## config.mk

```make
export PLATFORM = sky130hd
export DESIGN_NAME = pc_sequencer_flat
export DESIGN_NICKNAME = d
export VERILOG_FILES = /design/src/rtl/pc_seq_pkg.sv /design/src/rtl/pc_sequencer_if.sv /design/src/rtl/pc_next_logic.sv /design/src/rtl/pc_sequencer.sv /design/src/flat_wrapper.sv
export SDC_FILE = /design/constraint.sdc
export NUM_CORES = 1
export LEC_CHECK = 0
export ABC_CLOCK_PERIOD_IN_PS = 2500
export CORE_MARGIN = 4
export CORE_UTILIZATION = 40
export DETAILED_ROUTE_END_ITERATION = 10
export HOLD_SLACK_MARGIN = 0.05
export PLACE_DENSITY = 0.81
export SYNTH_ARGS = -nofsm -noshare
export SYNTH_HDL_FRONTEND = slang
export SYNTH_SLANG_ARGS = --single-unit
```

## constraint.sdc

```tcl
create_clock -name clk -period 2.5 [get_ports clk]
set_input_delay 0.5 -clock clk [delete_from_list [all_inputs] [get_ports clk]]
set_output_delay 0.5 -clock clk [all_outputs]
set_load 0.01 [all_outputs]
```

## src/rtl/pc_seq_pkg.sv

```systemverilog
// Shared definitions for the program-counter sequencer and the blocks that consume its width.
package pc_seq_pkg;

   localparam int XLEN = 32;
   localparam int unsigned PC_INC = 4;
   localparam logic [XLEN-1:0] RESET_VECTOR = 32'h0000_0000;

   typedef enum logic [1:0] {
      RUN    = 2'd0,
      BUBBLE = 2'd1,
      HALTED = 2'd2
   } state_t;

endpackage

```

## src/rtl/pc_sequencer_if.sv

```systemverilog
// Control and PC bus between decode/execute, the PC sequencer and instruction fetch.
interface pc_sequencer_if #(
   parameter int XLEN = pc_seq_pkg::XLEN
);
   logic            stall;
   logic            branch_taken;
   logic [XLEN-1:0] branch_target;
   logic            halt;
   logic            resume;
   logic [XLEN-1:0] pc_out;
   logic [XLEN-1:0] pc_next;
   logic            fetch_valid;
   logic            flush;
   logic            halted;

   modport master (
      output stall, branch_taken, branch_target, halt, resume,
      input  pc_out, pc_next, fetch_valid, flush, halted
   );

   modport slave (
      input  stall, branch_taken, branch_target, halt, resume,
      output pc_out, pc_next, fetch_valid, flush, halted
   );
endinterface

```

## src/rtl/pc_next_logic.sv

```systemverilog
// Combinational priority mux giving the value the PC register loads at the next edge.
module pc_next_logic #(
   parameter int XLEN = pc_seq_pkg::XLEN,
   parameter logic [XLEN-1:0] RESET_VECTOR = pc_seq_pkg::RESET_VECTOR,
   parameter int unsigned PC_INC = pc_seq_pkg::PC_INC
) (
   input  logic               rst,
   input  pc_seq_pkg::state_t state,
   input  logic               cnt_zero,
   input  logic               stall,
   input  logic               branch_taken,
   input  logic [XLEN-1:0]    branch_target,
   input  logic               halt,
   input  logic [XLEN-1:0]    pc,
   output logic [XLEN-1:0]    pc_next
);
   import pc_seq_pkg::*;

   logic [XLEN-1:0] pc_inc;
   logic [XLEN-1:0] target_aligned;

   assign pc_inc         = pc + XLEN'(PC_INC);
   assign target_aligned = {branch_target[XLEN-1:2], 2'b00};

   always_comb begin
      pc_next = pc;
      if (rst) begin
         pc_next = RESET_VECTOR;
      end else if (state == HALTED || halt) begin
         pc_next = pc;
      end else if (branch_taken) begin
         pc_next = target_aligned;
      end else begin
         unique case (state)
            RUN:     pc_next = stall ? pc : pc_inc;
            // Leaving the bubble issues the next sequential word, same as leaving reset.
            BUBBLE:  pc_next = (cnt_zero && !stall) ? pc_inc : pc;
            default: pc_next = pc;
         endcase
      end
   end
endmodule

```

## src/rtl/pc_sequencer.sv

```systemverilog
// Program-counter sequencer: PC register, RUN/BUBBLE/HALTED control and fetch qualifiers.
module pc_sequencer #(
   parameter int XLEN = pc_seq_pkg::XLEN,
   parameter logic [XLEN-1:0] RESET_VECTOR = pc_seq_pkg::RESET_VECTOR,
   parameter int unsigned PC_INC = pc_seq_pkg::PC_INC,
   parameter int unsigned BRANCH_BUBBLES = 1
) (
   input  logic           clk,
   input  logic           rst,
   pc_sequencer_if.slave  bus
);
   import pc_seq_pkg::*;

   localparam logic [1:0] BUB_RELOAD =
      (BRANCH_BUBBLES > 0) ? 2'(BRANCH_BUBBLES - 1) : 2'd0;

   state_t          state, state_nx;
   logic [1:0]      cnt, cnt_nx;
   logic            fv_nx, flush_nx;
   logic [XLEN-1:0] pc, pc_nx;

   pc_next_logic #(
      .XLEN         (XLEN),
      .RESET_VECTOR (RESET_VECTOR),
      .PC_INC       (PC_INC)
   ) u_next (
      .rst           (rst),
      .state         (state),
      .cnt_zero      (cnt == 2'd0),
      .stall         (bus.stall),
      .branch_taken  (bus.branch_taken),
      .branch_target (bus.branch_target),
      .halt          (bus.halt),
      .pc            (pc),
      .pc_next       (pc_nx)
   );

   always_ff @(posedge clk) begin
      if (rst) begin
         state           <= RUN;
         cnt             <= 2'd0;
         pc              <= RESET_VECTOR;
         bus.fetch_valid <= 1'b0;
         bus.flush       <= 1'b0;
         bus.halted      <= 1'b0;
      end else begin
         state           <= state_nx;
         cnt             <= cnt_nx;
         pc              <= pc_nx;
         bus.fetch_valid <= fv_nx;
         bus.flush       <= flush_nx;
         bus.halted      <= (state_nx == HALTED);
      end
   end

   // Priority inside each state: halt > branch_taken > stall > advance.
   always_comb begin
      state_nx = state;
      cnt_nx   = cnt;
      fv_nx    = 1'b0;
      flush_nx = 1'b0;
      unique case (state)
         RUN: begin
            if (bus.halt) begin
               state_nx = HALTED;
            end else if (bus.branch_taken) begin
               flush_nx = 1'b1;
               if (BRANCH_BUBBLES > 0) begin
                  state_nx = BUBBLE;
                  cnt_nx   = BUB_RELOAD;
               end else begin
                  fv_nx = 1'b1;
               end
            end else if (!bus.stall) begin
               fv_nx = 1'b1;
            end
         end
         BUBBLE: begin
            if (bus.halt) begin
               state_nx = HALTED;
               cnt_nx   = 2'd0;
            end else if (bus.branch_taken) begin
               flush_nx = 1'b1;
               cnt_nx   = BUB_RELOAD;
            end else if (cnt != 2'd0) begin
               // Stall does not stretch the count; it only gates the final exit.
               cnt_nx = cnt - 2'd1;
            end else if (!bus.stall) begin
               state_nx = RUN;
               fv_nx    = 1'b1;
            end
         end
         HALTED: begin
            if (bus.resume && !bus.halt) begin
               state_nx = RUN;
               fv_nx    = 1'b1;
            end
         end
         default: begin
            state_nx = RUN;
            cnt_nx   = 2'd0;
         end
      endcase
   end

   assign bus.pc_out  = pc;
   assign bus.pc_next = pc_nx;
endmodule

```

## src/flat_wrapper.sv

```systemverilog
// flat-port wrapper written by rule: the top's interface ports become plain ports
module pc_sequencer_flat import pc_seq_pkg::*;
#(
   parameter int XLEN = pc_seq_pkg::XLEN,
   parameter logic [XLEN-1:0] RESET_VECTOR = pc_seq_pkg::RESET_VECTOR,
   parameter int unsigned PC_INC = pc_seq_pkg::PC_INC,
   parameter int unsigned BRANCH_BUBBLES = 1
)
  (clk, rst, bus_stall, bus_branch_taken, bus_branch_target, bus_halt, bus_resume, bus_pc_out, bus_pc_next, bus_fetch_valid, bus_flush, bus_halted);
  pc_sequencer_if #(.XLEN(XLEN)) bus_i ();
  input  logic clk;
  input  logic rst;
  input wire logic [$bits(bus_i.stall)-1:0] bus_stall;
  input wire logic [$bits(bus_i.branch_taken)-1:0] bus_branch_taken;
  input wire logic [$bits(bus_i.branch_target)-1:0] bus_branch_target;
  input wire logic [$bits(bus_i.halt)-1:0] bus_halt;
  input wire logic [$bits(bus_i.resume)-1:0] bus_resume;
  output wire logic [$bits(bus_i.pc_out)-1:0] bus_pc_out;
  output wire logic [$bits(bus_i.pc_next)-1:0] bus_pc_next;
  output wire logic [$bits(bus_i.fetch_valid)-1:0] bus_fetch_valid;
  output wire logic [$bits(bus_i.flush)-1:0] bus_flush;
  output wire logic [$bits(bus_i.halted)-1:0] bus_halted;
  assign bus_i.stall = bus_stall;
  assign bus_i.branch_taken = bus_branch_taken;
  assign bus_i.branch_target = bus_branch_target;
  assign bus_i.halt = bus_halt;
  assign bus_i.resume = bus_resume;
  assign bus_pc_out = bus_i.pc_out;
  assign bus_pc_next = bus_i.pc_next;
  assign bus_fetch_valid = bus_i.fetch_valid;
  assign bus_flush = bus_i.flush;
  assign bus_halted = bus_i.halted;
  pc_sequencer #(.XLEN(XLEN), .RESET_VECTOR(RESET_VECTOR), .PC_INC(PC_INC), .BRANCH_BUBBLES(BRANCH_BUBBLES)) u_core (.clk(clk), .rst(rst), .bus(bus_i));
endmodule
```

# Word level (Yosys, flattened, before mapping)
# Index checks and enable logic that the tools add are counted.
# word_totals
in_bits	38
out_inout_bits	67
register_bits	39
# op_classes
eq_ne	6
add_sub_neg	2
bitwise_logic	2
n_reduce_logical	11
n_mux	29
# ops
cell	count
$mux 32	5
$pmux 32 s2	1
$add 32x3->32 const B	1
$mux 2	12
$pmux 2 s3	2
$mux 1	8
$eq 2x2->1 const B	2
$logic_not 2->1	2
$ne 2x2->1 const B	2
$ne 4x3->1 const B	1
$reduce_and 4->1	1
$pmux 1 s3	1
$reduce_or 3->1	1
$eq 2x1->1 const B	1
$logic_and 1x1->1	2
$logic_not 1->1	2
$not 1->1	2
$reduce_bool 2->1	1
$reduce_or 2->1	1
$sub 2x1->2 const B	1
$logic_or 1x1->1	1

# Longest topological paths before layout
# logic_depth
word_depth	7
depth_mapped	8
mapped_depth_nobuf	7

# Modules after synthesis
# From an unflattened synthesis, not the netlist that was laid out.
# unflattened
cells_unflattened	345
area_unflattened_um2	2590.0
# by_module_without_submodules
module	n_inst	cells_each	area_each_um2	seq_area_each_um2
pc_next_logic	1	246	1425.1	0.0
pc_sequencer	1	99	1164.9	780.7

# Worst setup path before layout
# No wires, ideal clock.
# synth_timing
path_type	input to output
startpoint	in bus_stall
endpoint	out bus_pc_next[13]
arrival_time_ns	1.990
path_buffers	0
stages	5
slack_ns	0.010
cell_sequence	or2_4 nor4_4 nand4_1 or4_1 a31oi_1
# synth_via
elab_chain_cells	7
word_cells_on_any_way	8
classes_between	6 x mux; 2 x reduce/logical
# synth_lines
element	line	source
start, declared	flat_wrapper.sv:13	input wire logic [$bits(bus_i.stall)-1:0] bus_stall;
$logic_not 1->1	-	
$logic_and 1x1->1	pc_next_logic.sv:37	BUBBLE: pc_next = (cnt_zero && !stall) ? pc_inc : pc;
$mux 32	pc_next_logic.sv:37	
$pmux 32 s2 (*)	pc_next_logic.sv:34	unique case (state)
$mux 32 (*)	pc_next_logic.sv:31	end else if (branch_taken) begin
$mux 32 (*)	pc_next_logic.sv:29	end else if (state == HALTED || halt) begin
$mux 32 (*)	pc_next_logic.sv:27	if (rst) begin
end, declared	flat_wrapper.sv:19	output wire logic [$bits(bus_i.pc_next)-1:0] bus_pc_next;
# Mark *: on every way between the ends. The rest lies on a longest branch, timed or not.

# Final worst setup path
# layout_timing
startpoint	reg u_core.pc[3], in the netlist u_core.bus.pc_out[3]
endpoint	out bus_pc_next[14]
# layout_via
elab_chain_cells	6
word_cells_on_any_way	7
classes_between	1 x add/sub; 6 x mux
# layout_lines
element	line	source
start, declared	pc_sequencer.sv:20	logic [XLEN-1:0] pc, pc_nx;
start signal, assigned	pc_sequencer.sv:49	pc <= pc_nx;
$add 32x3->32 (*)	pc_next_logic.sv:22	assign pc_inc = pc + XLEN'(PC_INC);
$mux 32, on equally long branches	pc_next_logic.sv:37, pc_next_logic.sv:35	
$pmux 32 s2 (*)	pc_next_logic.sv:34	
$mux 32 (*)	pc_next_logic.sv:31	
$mux 32 (*)	pc_next_logic.sv:29	
$mux 32 (*)	pc_next_logic.sv:27	
# Marks and branches as above.

==> results.yml <==
cells_and_area:
  fillers: 212
  area_growth_pct: 120.7
  layout.nets: 636
  insertedDiodeCount: 0
  layout-drive-gt1-share_pct: 54.77
logic_synthesis:
  synth_edf_count: 0
  synthXorXnorAreaFrac_pct: 1.732
  synth_compound_gate_area_share_pct: 26.47
  syn-num-nets: 374
  syn_avg_cell_area_um2: 7.571
  synth_fa_ha_area_share_pct: 0.9896
  synth_cell_types: 49
  ys_ff_latch: 39
  synth_top_area_cell: "dfxtp_1"
  ys_async_sr_fraction_pct: 0
  muxShareOfSynthArea_pct: 2.029
  synth_top_family_by_area: "simple AND/OR/NAND/NOR gates"
  yosysMostFrequentCell: "dfxtp_1"
  dominantRegCellSynth: "dfxtp_1"
  ys_top_cells_by_count: "dfxtp_1, a21oi_1, nor2_1"
  synth_simple_gate_area_share_pct: 32.95
  yosys_warnings: 0
  syn-cell-area_um2: 2529
  ys_top_cells_by_area: "dfxtp_1, a21oi_1, nor3_1"
  syn_inst: 334
  synth_top_cell_area_share_pct: 30.88
  ys_seq_area_share_pct: 30.88
critical_path:
  critPathKind: "flip-flop to output port"
  arrival_ns: 2.42
  cp_max_fo: 4
  worstSetupStartpointType: "flip-flop"
  endpoint_kind: "output port"
  cp_data_required_time_ns: 2.00
floorplanning:
  die_w_um: 87.51
  start_util_pct: 41.96
  core_area_um2: 6026
  rows: 28
  die_height_um: 87.51
  ios: 105
  dieArea_um2: 7658
routing:
  dr.pass1.iters: 6
  dr_total_vias: 4798
  drt_iter0_drc: 693
  drc: 0
  avgRoutedWirePerCell_um: 27.14
  vias_per_cell: 7.140
  ant_nets: 0
  wirelength_um: 18240
sta:
  max_clock_freq_ghz: 0.3422
  finalCritPeriodShare_pct: 116.9
  period_needed_ns: 2.922
  maxSlewViolCount: 0
  hold_viol_final: 0
  tns_ns: -7.340
  whs_ns: 0.5477
  rsz0062_at_grt: "yes"
  fin_skew_ns: 0.007707
  worst_slack_ns: -0.4219
  finalSetupViolations: 29
  slew-limit-headroom_pct: 61.37
  tightest_slew_ns: 0.5750
hold_path:
  hp-class: "flip-flop to flip-flop"
pwr:
  p_leak_nw: 2.276
  ir_worst_vdd_mv: 0.3310
  p_switching_uw: 691.2
  swShare_pct: 33.75
  combPwrFrac_pct: 37.3
  powerDensity_nw_per_um2: 367.0
  power.internal_mw: 1.357
  clockPowerShare_pct: 28.4
  p_seq_share_pct: 34.3
grt:
  grt_util_met2_pct: 67.40
  grt_usage_pct: 39.19
  grtUsageMet1_pct: 43.00
  grt-ovfl-total: 0
  busiest_layer: "met2"
  grt_max_degree: 19
  grt_pass1_wl_um: 23360
  grt_util_met3_pct: 9.177
  antenna_found_initial: 0
  grt_pass1_vias: 4479
clock_tree:
  htreeDepth: 2
  clk_pin_slew_ns: 0.08
  cts_num_sinks: 39
  clock_path_buffers: 2
  insertion_delay_ns: 0.31
  cts_inserted_buffers: 5
  cts_tree: "yes"
  root_buffer: "clkbuf_8"
  cts_hold_buffers: 0
placement:
  place_congestion: 0.8959
  dp_hpwl_um: 7692
  portBuffers: 102
status:
  status: "finished with violations"
  violations: "negative setup slack"
job:
  maxCapViolCount: 0
## placed cells by master (no fill, tap or decap), types with 7 or more instances in the layout
cell             count
a211oi_1             9
a21oi_1             20
a21oi_2              7
a22oi_1             12
and3_1               9
buf_2               30
buf_4              149
buf_6               24
clkdlybuf4s50_1     66
dfxtp_1             24
dfxtp_2             12
nand2_1             13
nand3_1              8
nand4_1             12
nor2_1              22
nor3_1              12
nor3_2               8
o21ai_0             12
## power by group through the flow
stage | registers [mW] | clock network, mW | logic, mW
2_1_floorplan | 0.726 | 0 | 0.194
5_1_grt | 0.703 | 0.594 | 0.786
3_3_place_gp | 0.695 | 0 | 0.579
4_1_cts | 0.688 | 0.563 | 0.647
3_5_place_dp | 0.697 | 0 | 0.595
6_report | 0.702 | 0.581 | 0.765
## cells by family after synthesis
group,after synthesis
muxes,5
AOI/OAI and AO/OA,102
xor gates and xnor gates,5
and+or+nand+nor,152
adders and majority gates,2
buffers and inverters,29
DFF,39
## per-layer routing
metal,vias to the layer above,wire length (um)
li1,1816,-
met1,2184,5853
met2,591,8335
met3,207,2284
met4,0,1765
met5,-,0
## flip-flops by register name, indices dropped and copies added (netlist names)
register                flops
u_core.bus.pc_out          32
u_core.cnt                  2
u_core.state                2
u_core.bus.fetch_valid      1
u_core.bus.flush            1
u_core.bus.halted           1
## through the flow
stage               instances  worst slack (ns)  power (mW)  cell area, um2  util, %
finish                    672           -0.4219       2.048            5582    92.63
detailed placement        600           -0.8105       1.292            4407    73.13
CTS                       655           -0.1783       1.898            5197    86.25
floorplan                 334          0.009968      0.9197            2529        -
global placement          600           -0.7884       1.274            4407    73.13
global route              672           -0.4390       2.083            5582    92.63
## critical path, cell delays in order (launching register included)
cell,delay (ns)
dfxtp_4,0.39
ha_4,0.14
nand3b_1,0.12
buf_6,0.16
nor4_4,0.31
buf_4,0.21
nand2_2,0.07
or3_4,0.33
a31oi_1,0.22
buf_2,0.17
## final timing paths
check | startpoint | endpoint | slack, ns | cells past startpoint
hold / removal | u_core.bus.pc_out[1]$_SDFF_PP0_ | u_core.bus.pc_out[1]$_SDFF_PP0_ | 0.55 | 1
setup / recovery | u_core.bus.pc_out[3]$_SDFF_PP0_ | bus_pc_next[14] | -0.42 | 9
setup reg to reg | u_core.cnt[0]$_SDFFE_PP0P_ | u_core.bus.pc_out[12]$_SDFF_PP0_ | 0.02 | 16
hold reg to reg | u_core.bus.pc_out[1]$_SDFF_PP0_ | u_core.bus.pc_out[1]$_SDFF_PP0_ | 0.55 | 1
## timing repair
item,in CTS,in global routing
setup endpoints to repair,32,33
pin swaps,48,28
setup buffers,47,26
gates resized for setup,231,66
## layout make-up
class	count	area (um2)	share of cell area, %
clock buffer	6	82.58	1.479
sequential	39	807.0	14.46
inverter	6	22.52	0.4035
multi-input combinational	266	2210	39.59
tap	75	93.84	1.681
timing repair buffer	278	2331	41.76
clock inverter	2	35.03	0.6277
(Power assumes the default switching activity.)
